`src/rtl/sw_debouncer_pkg.sv`:
```
// sw_debouncer_pkg: shared constants and counter sizing helper for the switch debouncer
package sw_debouncer_pkg;
   localparam int SW_WIDTH             = 16;
   localparam int DEFAULT_TICK_DIV     = 100000;
   localparam int DEFAULT_STABLE_TICKS = 10;
   function automatic int cnt_width(input int n);
      return (n > 2) ? $clog2(n) : 1;
   endfunction
endpackage

```
`src/rtl/debounce_bit.sv`:
```
// debounce_bit: accepts a new level once it has persisted for STABLE_TICKS consecutive ticks
module debounce_bit
   import sw_debouncer_pkg::*;
#(
   parameter int STABLE_TICKS = DEFAULT_STABLE_TICKS
) (
   input  logic clk,
   input  logic rst,
   input  logic tick,
   input  logic in_sync,
   output logic out_clean,
   output logic changed
);
   localparam int CW = cnt_width(STABLE_TICKS);
   localparam logic [CW-1:0] LAST = CW'(STABLE_TICKS - 1);
   logic [CW-1:0] cnt;
   // any return to the accepted level clears qualification; ticks advance it
   always_ff @(posedge clk) begin
      if (rst) begin
         cnt       <= '0;
         out_clean <= 1'b0;
         changed   <= 1'b0;
      end else begin
         changed <= 1'b0;
         if (in_sync == out_clean) cnt <= '0;
         else if (tick && cnt == LAST) begin
            out_clean <= in_sync;
            cnt       <= '0;
            changed   <= 1'b1;
         end else if (tick) cnt <= cnt + CW'(1);
      end
   end
endmodule

```
`src/rtl/sw_debouncer.sv`:
```
// sw_debouncer: synchronizes and debounces the slide-switch bus, with per-bit change strobes
module sw_debouncer
   import sw_debouncer_pkg::*;
#(
   parameter int WIDTH        = SW_WIDTH,
   parameter int TICK_DIV     = DEFAULT_TICK_DIV,
   parameter int STABLE_TICKS = DEFAULT_STABLE_TICKS
) (
   input  logic             clk,
   input  logic             rst,
   input  logic [WIDTH-1:0] sw_raw,
   output logic [WIDTH-1:0] sw_clean,
   output logic [WIDTH-1:0] sw_changed,
   output logic             tick
);
   localparam int PW = cnt_width(TICK_DIV);
   localparam logic [PW-1:0] PLAST = PW'(TICK_DIV - 1);
   logic [WIDTH-1:0] sync1, sync2;
   logic [PW-1:0]    pcnt;
   // two-flop synchronizer; only sync2 feeds the debounce logic
   always_ff @(posedge clk) begin
      if (rst) begin
         sync1 <= '0;
         sync2 <= '0;
      end else begin
         sync1 <= sw_raw;
         sync2 <= sync1;
      end
   end
   // prescaler wrapping at TICK_DIV-1 with a registered tick strobe
   always_ff @(posedge clk) begin
      if (rst) begin
         pcnt <= '0;
         tick <= 1'b0;
      end else begin
         pcnt <= (pcnt == PLAST) ? '0 : pcnt + PW'(1);
         tick <= (pcnt == PLAST);
      end
   end
   for (genvar i = 0; i < WIDTH; i++) begin : g_bit
      debounce_bit #(.STABLE_TICKS(STABLE_TICKS)) u_bit (
         .clk      (clk),
         .rst      (rst),
         .tick     (tick),
         .in_sync  (sync2[i]),
         .out_clean(sw_clean[i]),
         .changed  (sw_changed[i])
      );
   end
endmodule

```
`config.mk`:
```
export PLATFORM = sky130hd
export DESIGN_NAME = sw_debouncer
export DESIGN_NICKNAME = d
export VERILOG_FILES = /design/src/rtl/sw_debouncer_pkg.sv /design/src/rtl/debounce_bit.sv /design/src/rtl/sw_debouncer.sv
export SDC_FILE = /design/constraint.sdc
export NUM_CORES = 1
export LEC_CHECK = 0
export CORE_ASPECT_RATIO = 0.9
export CORE_MARGIN = 4
export CORE_UTILIZATION = 56
export DETAILED_ROUTE_END_ITERATION = 12
export PLACE_DENSITY = 0.78
export SYNTH_ARGS = -nofsm -noshare
export SYNTH_HDL_FRONTEND = slang
export SYNTH_SLANG_ARGS = --single-unit
```
`constraint.sdc`:
```
create_clock -name clk -period 2.1 [get_ports clk]
set_input_delay 0.42 -clock clk [delete_from_list [all_inputs] [get_ports clk]]
set_output_delay 0.42 -clock clk [all_outputs]
set_load 0.02 [all_outputs]
```
==> impl_results.md, run 1 <==
* Element type at the critical path start: register
* Syn Area/Cell at 9.65 µm²
* Worst clock skew at 8.47 ps
* Syn Std Cell Area at 6000 µm²
* Tmin final at 1850 ps
* CP max stage delay at 630 ps
* Clock Latency Late Sink at 410 ps
* Top post-synthesis cells by count: 146 x dfxtp_1, 112 x nor2_1, 42 x xor2_1
* CP Data Arrival Time at 1430 ps
* N_diodes at 0
* WS Path Type: reg2out
* Worst path cell trace: clkdlybuf4s50_1
* Area Growth Syn to Fin at 16.0%
* Most common flop cell mapped by yosys: dfxtp_1
* Crit path depth at 1
* Syn Inst Count at 622
* Rel. slew slack at 62.6%
* CTS Buffer Depth at 2
* Die width at 117 µm
* Worst Path Max Fanout at 3
* Final nets at 692
* Clock root buffer: clkbuf_16
* Clock Sinks at 146
* Fin crit share at 88.2%
* Sequential-to-total area share from yosys stat at 48.7%
* Post-DP HPWL at 6440 µm
* Post-synth EDFFs at 0
* Antenna violations before repair at 0
* Tot Pwr at 5.98 mW
* Drt first pass iters at 5
* # setup viols final at 0
* R2R Setup Slk at 290 ps
* Bufs and invs on worst path at 1
* Vias in the first global route at 4066
* Vias per cell at 5.05
* Worst setup path end: sw_clean[4]
* Worst Reg-to-Reg Cells at 5
* Starting Density at 58.1%
* Resized cells post-CTS at 0
* RR Endpoint: pcnt[13]$_SDFF_PP0_
* Synth area leaders: dfxtp_1 49%, nor2_1 7.0%, ha_1 6.9%, xor2_1 6.1%, xnor2_1 5.3%
* Fin. max-slew vios at 0
* CP endpoint kind: output port
* CTS tree: done
* Critical-path top delay cell: clkdlybuf4s50_1
* Share of the synthesized area in the top cell type at 48.7%
* DR vias at 3947
* Iter 0 DRT Violations at 275
* Required @ worst endpoint at 1680 ps
* Worst Hold Class: in2reg
* Overall Global Routing Usage at 17.1%
* H-tree depth at 4
* Detailed Route WL at 9540 µm
* Reg-to-Reg Start: pcnt[11]$_SDFF_PP0_
* Die Ht at 106 µm
* Total grt overflow at 0
* Critical Path Source: g_bit[4].u_bit.out_clean$_SDFFE_PP0P_
* Cell Rows at 35
* CTS buffer count at 17
* Pwr Density at 858 nW/µm²
* Most instantiated library cell after synthesis: dfxtp_1
* Status: finished clean
* Post-CTS setup buffer count at 0
* Drt wl/cell at 12.2 µm
* Core Region at 10300 µm²
* Hold buffer count at CTS at 0
* DRC viols at 0
* Port bufs at 50
* YS warnings at 0
* Pre-CTS setup slack at 371 ps
* Max Fclk at 540 MHz
* RSZ-0062 raised after global routing: false
* Yosys top cell by area: dfxtp_1
* Fin. Hold Viols at 0
* Syn_nets at 673
* Worst-Margin Slew at 561 ps
* Final ANT Viol Nets at 0
* Die area at 12400 µm²
* # IOs at 51
* Worst path top cell family by delay: buffers and inverters
* Max-cap violations at 0
* Synth Register Bits at 146
* First-pass GRT wire length at 17200 µm
* Worst-path clk slew at 50 ps
* Share of cells above drive strength 1 at 5.67%
* Cell leakage power at 2.58 nW
* Final WS setup at 248 ps
* VDD IR-drop max at 0.601 mV
* Post-synth ARST share at 0%
* Final instance area at 6960 µm²
* Unique cell type count in the Yosys netlist at 28
* DP Area at 6360 µm²
* RePlAce Congestion at 0.858
* Setup TNS at 0 ps
* Largest net degree at the start of global routing at 55
[worst min path at each step]
stage,cells past startpoint,start,to,slack [ps]
after floorplan,1,sync1[0]$_SDFF_PP0_,sync2[0]$_SDFF_PP0_,410
after global placement,1,sync1[2]$_SDFF_PP0_,sync2[2]$_SDFF_PP0_,420
after detailed placement,1,sync1[2]$_SDFF_PP0_,sync2[2]$_SDFF_PP0_,420
after CTS,2,rst,sync1[4]$_SDFF_PP0_,250
after global routing,2,rst,sync1[4]$_SDFF_PP0_,270
final,2,rst,sync1[4]$_SDFF_PP0_,270
[metal layers]
metal | track usage [%] | vias to the layer above | wire (µm)
met4 | 6.80 | 0 | 75
met1 | 20.0 | 1821 | 4430
li1 | - | 2047 | -
met3 | 6.20 | 7 | 449
met5 | 0 | - | 0
met2 | 28.3 | 72 | 4590
[state kept, by name (all words and copies together) (netlist names)]
register               flops
g_bit.u_bit.changed       16
g_bit.u_bit.cnt           64
g_bit.u_bit.out_clean     16
pcnt                      17
sync1                     16
sync2                     16
tick                       1
[worst register-to-register path, delay by kind of cell (launching register included)]
kind,cells,cell delay [ps]
AND/OR/NAND/NOR,4,1180
flip-flops,1,350
buffers and inverters,1,160
[where the power goes]
group	total (mW)	switching, mW	leakage, nW	internal (mW)
registers	2.82	0.0165	1.18	2.80
clock network	3.03	1.09	0.289	1.95
logic	0.124	0.0590	1.11	0.0649
[cell type report]
| class | count | area (µm²) |
|---|---|---|
| Clock buffer | 20 | 468 |
| Tap cell | 129 | 161 |
| Timing Repair Buffer | 56 | 553 |
| Clock inverter | 10 | 133 |
| Multi-Input combinational cell | 403 | 2660 |
| Inverter | 17 | 63.8 |
| Sequential cell | 146 | 2930 |
| Fill cell | 776 | 3370 |
[through the flow]
stage	hold slack (ps)	std cells	utilization [%]
detailed placement	423	751	61.6
global placement	417	751	61.6
global route	269	781	67.4
floorplan	414	622	-
CTS	252	781	67.4
finish	270	781	67.4
[logic make-up after synthesis]
kind of cell,count (synthesis),share of synthesized area [%]
AND/OR/NAND/NOR,258,21.2
flip-flops,146,48.7
multiplexers,16,2.67
adder cells (fa/ha/maj),33,6.88
AO/OA/AOI/OAI,18,2.17
buffers and inverters,73,7.01
XOR/XNOR,78,11.4
[cells in the final DEF (no fill, tap or decap), drive strengths merged, types with 7 or more instances in the layout]
cell | synthesis | routed
nand2 | 35 | 35
xor2 | 42 | 42
nand4 | 23 | 23
nor2 | 112 | 112
xnor2 | 36 | 36
nor2b | 33 | 33
nand3 | 8 | 8
buf | 41 | 7
inv | 17 | 17
dfxtp | 146 | 146
clkbuf | 15 | 20
clkdlybuf4s50 | 0 | 49
mux2i | 16 | 16
nor3 | 17 | 17
ha | 33 | 33
nand4b | 16 | 16
a211oi | 16 | 16
(Power assumes the default switching activity.)
==> run 2: changes to the inputs <==
Settings changed: CORE_ASPECT_RATIO 0.9 to unset, PLACE_DENSITY 0.78 to 0.85, REMOVE_ABC_BUFFERS set to 1.
==> run 2 against run 1 <==
Compared with the run above:
- critical path depth is the same
- non-clock buffer count up 1
- sequential cell count unchanged
- die area barely moved
- critical endpoint is now sw_clean[14]
==> impl_results.md, run 2 (synthesis results as in run 1) <==
* Status: finished clean
* Port bufs at 50 (unchanged)
* VDD IR-drop max at 0.582 mV (-3.2%)
* Post-DP HPWL at 6950 µm (+7.9%)
* RSZ-0062 raised after global routing: false
* N_diodes at 0 (unchanged)
* Worst path top cell family by delay: buffers and inverters
* Fin crit share at 94.6% (+6.4 points)
* Die Ht at 112 µm (+5.0%)
* Worst-path clk slew at 60 ps (about the same)
* Drt wl/cell at 12.8 µm (+4.9%)
* Worst Reg-to-Reg Cells at 5 (unchanged)
* Fin. Hold Viols at 0 (unchanged)
* Required @ worst endpoint at 1680 ps (about the same)
* Worst-Margin Slew at 373 ps (-188 ps)
* Area Growth Syn to Fin at 16.4%
* # IOs at 51 (unchanged)
* Drt first pass iters at 5 (unchanged)
* Element type at the critical path start: register
* Hold Path Stages at 3 (+1)
* Rel. slew slack at 74.9% (+12 points)
* Cell leakage power at 2.60 nW (+0.48%)
* Fin. max-slew vios at 0 (unchanged)
* Starting Density at 57.9% (-0.20 points)
* Clock Sinks at 146 (unchanged)
* Total grt overflow at 0 (unchanged)
* First-pass GRT wire length at 18000 µm (+4.4%)
* DRC viols at 0 (unchanged)
* Antenna violations before repair at 0 (unchanged)
* Vias in the first global route at 4096 (+0.74%)
* CP Data Arrival Time at 1570 ps (+140 ps)
* Vias per cell at 5.18 (+2.5%)
* Worst clock skew at 9.07 ps (+0.591 ps)
* CTS tree: done
* CTS Buffer Depth at 2 (unchanged)
* Resized cells post-CTS at 0 (unchanged)
* WS Path Type: reg2out
* DR vias at 4094 (+3.7%)
* Post-CTS setup buffer count at 0 (unchanged)
* Overall Global Routing Usage at 17.4% (+0.29 points)
* Share of cells above drive strength 1 at 5.50% (-0.17 points)
* Max-cap violations at 0 (unchanged)
* Tmin final at 1990 ps (+134 ps)
* Core Region at 10400 µm² (+0.34%)
* Clock Latency Late Sink at 530 ps (+120 ps)
* Die area at 12400 µm² (about the same)
* Iter 0 DRT Violations at 215 (-22%)
* Final nets at 693 (+0.14%)
* Final instance area at 6990 µm² (+0.32%)
* Commonest cells after routing, fill and taps aside: 145 x dfxtp_1, 112 x nor2_1, 49 x clkdlybuf4s50_1
* # setup viols final at 0 (unchanged)
* Max Fclk at 504 MHz (-6.7%)
* Die width at 112 µm (-4.8%)
* RePlAce Congestion at 0.781 (-9.1%)
* Worst Path Max Fanout at 3 (unchanged)
* Worst path cell trace: clkdlybuf4s50_1
* Commonest non-fill, non-tap cell in the layout: dfxtp_1
* Hold buffer count at CTS at 0 (unchanged)
* Top reg by flops: g_bit.u_bit.cnt
* Fill count at 738 (-4.9%)
* Largest regs: g_bit.u_bit.cnt (64), pcnt (17)
* Max reg flops at 64 (unchanged)
* Cell Rows at 37 (+5.7%)
* CP max stage delay at 640 ps (about the same)
* Pwr Density at 840 nW/µm² (-2.1%)
* Critical-path top delay cell: clkdlybuf4s50_1
* Setup TNS at 0 ps (unchanged)
* Clock root buffer: clkbuf_8
* Final ANT Viol Nets at 0 (unchanged)
* CP endpoint kind: output port
* Largest net degree at the start of global routing at 67 (+22%)
* H-tree depth at 4 (unchanged)
* Detailed Route WL at 10100 µm (+6.1%)
* CTS buffer count at 17 (unchanged)
* Bufs and invs on worst path at 1 (unchanged)
* Crit path depth at 1 (unchanged)
* Worst Hold Class: in2reg
* DP Area at 6400 µm² (+0.65%)
==> run 2: changes by cell type in the layout (fill, tap and decap cells not counted), sizes merged <==
| cell | delta |
|---|---|
| buf | +1 |
| bufinv | -1 |
| clkbuf | +7 |
| clkinv | -2 |
| clkinvlp | -3 |
==> run 2: final timing paths <==
kind	slack, ps	from	endpoint
worst max register to register	260	pcnt[6]$_SDFF_PP0_	pcnt[13]$_SDFF_PP0_
worst max-delay path	110	g_bit[14].u_bit.out_clean$_SDFFE_PP0P_	sw_clean[14]
worst min register to register	430	sync1[8]$_SDFF_PP0_	sync2[8]$_SDFF_PP0_
worst min-delay path	360	rst	g_bit[9].u_bit.out_clean$_SDFFE_PP0P_
==> run 2: per-layer routing <==
layer	global-route usage (%)	part of all wire [%]	wire [µm]	vias to the layer above
met5	0	0	0	-
met2	29.9	50	5100	86
li1	-	-	-	2056
met1	20.1	43	4380	1937
met3	5.05	4.4	441	15
met4	7.70	2.0	199	0
==> run 2: worst min-delay path: cells and delay by family <==
family | cells | cell delay [ps]
AND/OR/NAND/NOR | 1 | 100
buffers and inverters | 2 | 320
==> run 2: metrics by stage <==
stage	worst slack, ps	std cells	utilization [%]	hold WS (ps)	power (mW)
after detailed placement	307	759	61.8	425	3.01
after global routing	75.8	790	67.4	373	6.05
after floorplan	-962	566	-	414	2.93
final	114	790	67.4	359	5.87
after global placement	354	759	61.8	417	3.00
after CTS	108	790	67.4	356	5.91
==> run 2: report_power, final <==
| part | switching (mW) | internal [mW] | total [mW] |
|---|---|---|---|
| Sequential | 0.0161 | 2.80 | 2.82 |
| Combinational | 0.0597 | 0.0671 | 0.127 |
| Clock | 1.05 | 1.87 | 2.92 |
==> run 2: layout make-up <==
| type | instances | area [µm²] | share of cell area, % |
|---|---|---|---|
| clock buffers | 27 | 512 | 7.33 |
| well taps | 136 | 170 | 2.44 |
| multi-input cells | 403 | 2660 | 38.0 |
| repair buffers | 57 | 586 | 8.38 |
| clock inverters | 4 | 70.1 | 1.00 |
| inverters | 17 | 63.8 | 0.913 |
| flip-flops and latches | 146 | 2930 | 41.9 |
==> run 3: changes to the inputs <==
Settings changed: CORE_MARGIN 4 to 5, CTS_CLUSTER_SIZE set to 20.
==> run 3 against run 2 <==
Compared with the run above:
- global-route usage shrank 0.38 points
- via count shrank 0.76%
- non-clock buffer count grew 1
- core utilization shrank 0.28 points
- largest power group is now registers
- fmax shrank 1.3%
- clock power shrank 6%
- sequential share of layout area grew 0.17 points
==> impl_results.md, run 3 (synthesis results as in run 1) <==
* CP max stage delay at 660 ps (+20 ps)
* CTS tree: done
* Status: finished clean
* Element type at the critical path start: register
* Core Region at 10400 µm² (unchanged)
* Total grt overflow at 0 (unchanged)
* Clock root buffer: clkbuf_8
* Worst path top cell family by delay: buffers and inverters
* Cell Rows at 37 (unchanged)
* Largest regs: g_bit.u_bit.cnt (64), pcnt (17)
* Post-DP HPWL at 6990 µm (+0.65%)
* # setup viols final at 0 (unchanged)
* WS Path Type: reg2out
* Rel. slew slack at 75.7% (+0.85 points)
* Drt first pass iters at 4 (-1)
* Bufs and invs on worst path at 1 (unchanged)
* VDD IR-drop max at 0.510 mV (-12%)
* H-tree depth at 4 (unchanged)
* Pwr Density at 819 nW/µm² (-2.5%)
* Worst Reg-to-Reg Cells at 5 (unchanged)
* Cell leakage power at 2.59 nW (-0.34%)
* Detailed Route WL at 10200 µm (+1.1%)
* Worst-path clk slew at 60 ps (about the same)
* RSZ-0062 raised after global routing: false
* Largest net degree at the start of global routing at 61 (-9.0%)
* Final core occ at 67.1% (-0.28 points)
* Port bufs at 50 (unchanged)
* DP Area at 6410 µm² (+0.12%)
* Hold Path Stages at 2 (-1)
* Die Ht at 114 µm (+1.8%)
* Commonest cells after routing, fill and taps aside: 145 x dfxtp_1, 112 x nor2_1, 48 x clkdlybuf4s50_1
* Final ANT Viol Nets at 0 (unchanged)
* Final instance area at 6960 µm² (-0.41%)
* Vias per cell at 5.14 (-0.76%)
* Max-cap violations at 0 (unchanged)
* DRC viols at 0 (unchanged)
* Worst Hold Class: in2reg
* Starting Density at 57.9% (unchanged)
* Tmin final at 2010 ps (+27.0 ps)
* Vias in the first global route at 4045 (-1.2%)
* Fin. max-slew vios at 0 (unchanged)
* Critical-path top delay cell: clkdlybuf4s50_1
* First-pass GRT wire length at 17900 µm (-0.77%)
* Die width at 114 µm (+1.8%)
* Max Fclk at 497 MHz (-1.3%)
* N_diodes at 0 (unchanged)
* Worst Path Max Fanout at 3 (unchanged)
* Overall Global Routing Usage at 17.0% (-0.38 points)
* Fin crit share at 95.9% (+1.3 points)
* Crit path depth at 1 (unchanged)
* Top reg by flops: g_bit.u_bit.cnt
* Clock Sinks at 146 (unchanged)
* Antenna violations before repair at 0 (unchanged)
* Iter 0 DRT Violations at 280 (+30%)
* Area Growth Syn to Fin at 15.9%
* DR vias at 4063 (-0.76%)
* CTS buffer count at 17 (unchanged)
* Clock Latency Late Sink at 520 ps (about the same)
* CP endpoint kind: output port
* Share of cells above drive strength 1 at 5.66% (+0.15 points)
* Worst clock skew at 8.61 ps (-0.453 ps)
* Die area at 12900 µm² (+3.6%)
* Max reg flops at 64 (unchanged)
* Tot Pwr at 5.70 mW (-2.9%)
* RePlAce Congestion at 0.771 (-1.2%)
* Fin. Hold Viols at 0 (unchanged)
* # IOs at 51 (unchanged)
* Required @ worst endpoint at 1680 ps (about the same)
* CP Data Arrival Time at 1590 ps (+20 ps)
* Commonest non-fill, non-tap cell in the layout: dfxtp_1
* Drt wl/cell at 12.9 µm (+1.1%)
* CTS Buffer Depth at 2 (unchanged)
* Worst path cell trace: clkdlybuf4s50_1
* Final nets at 694 (+0.14%)
* Worst-Margin Slew at 361 ps (-12.7 ps)
* Fin Hold WS at 243 ps (-116 ps)
[run 3: cell count changes in the layout (fill, tap and decap cells not counted), sizes merged]
cell,delta
bufinv,-1
clkinvlp,+1
clkinv,+1
clkdlybuf4s50,-1
buf,+1
dlygate4sd2,+1
clkbuf,-2
[run 3: per-layer routing]
metal | vias up | GRT usage (%) | wire (µm)
met5 | - | 0 | 0
met4 | 0 | 6.97 | 170
met3 | 16 | 6.21 | 565
met2 | 88 | 29.2 | 5140
met1 | 1910 | 19.1 | 4350
li1 | 2049 | - | -
[run 3: power breakdown]
| part | internal, mW | switching [mW] |
|---|---|---|
| registers | 2.80 | 0.0165 |
| logic | 0.0685 | 0.0599 |
| clock network | 1.71 | 1.04 |
| total | 4.58 | 1.11 |
[run 3: per-stage QoR]
| stage | TNS, ps | worst slack (ps) | std cells |
|---|---|---|---|
| after floorplan | -79610 | -962 | 566 |
| after global placement | 0 | 460 | 760 |
| after detailed placement | 0 | 393 | 760 |
| after CTS | 0 | 49.0 | 790 |
| after global routing | 0 | 39.4 | 790 |
| final | 0 | 86.9 | 790 |
[run 3: cell type report]
type                    instances  area (µm²)
well taps                     136         170
clock inverters                 5        52.6
clock buffers                  25         494
multi-input cells             403        2660
fillers                       775        3410
flip-flops and latches        146        2930
inverters                      17        63.8
repair buffers                 58         592
[run 3: final timing paths]
path	from	end	slack [ps]
setup / recovery	g_bit[1].u_bit.out_clean$_SDFFE_PP0P_	sw_clean[1]	90
hold reg to reg	sync1[5]$_SDFF_PP0_	sync2[5]$_SDFF_PP0_	440
setup reg to reg	pcnt[6]$_SDFF_PP0_	pcnt[3]$_SDFF_PP0_	320
hold / removal	rst	tick$_SDFF_PP0_	240
[run 3: timing repair]
item / in CTS / in global routing
setup buffers: 0 / 0
setup endpoints to repair: 1 / 0
resized for setup: 1 / 0
hold buffers: 0 / 0
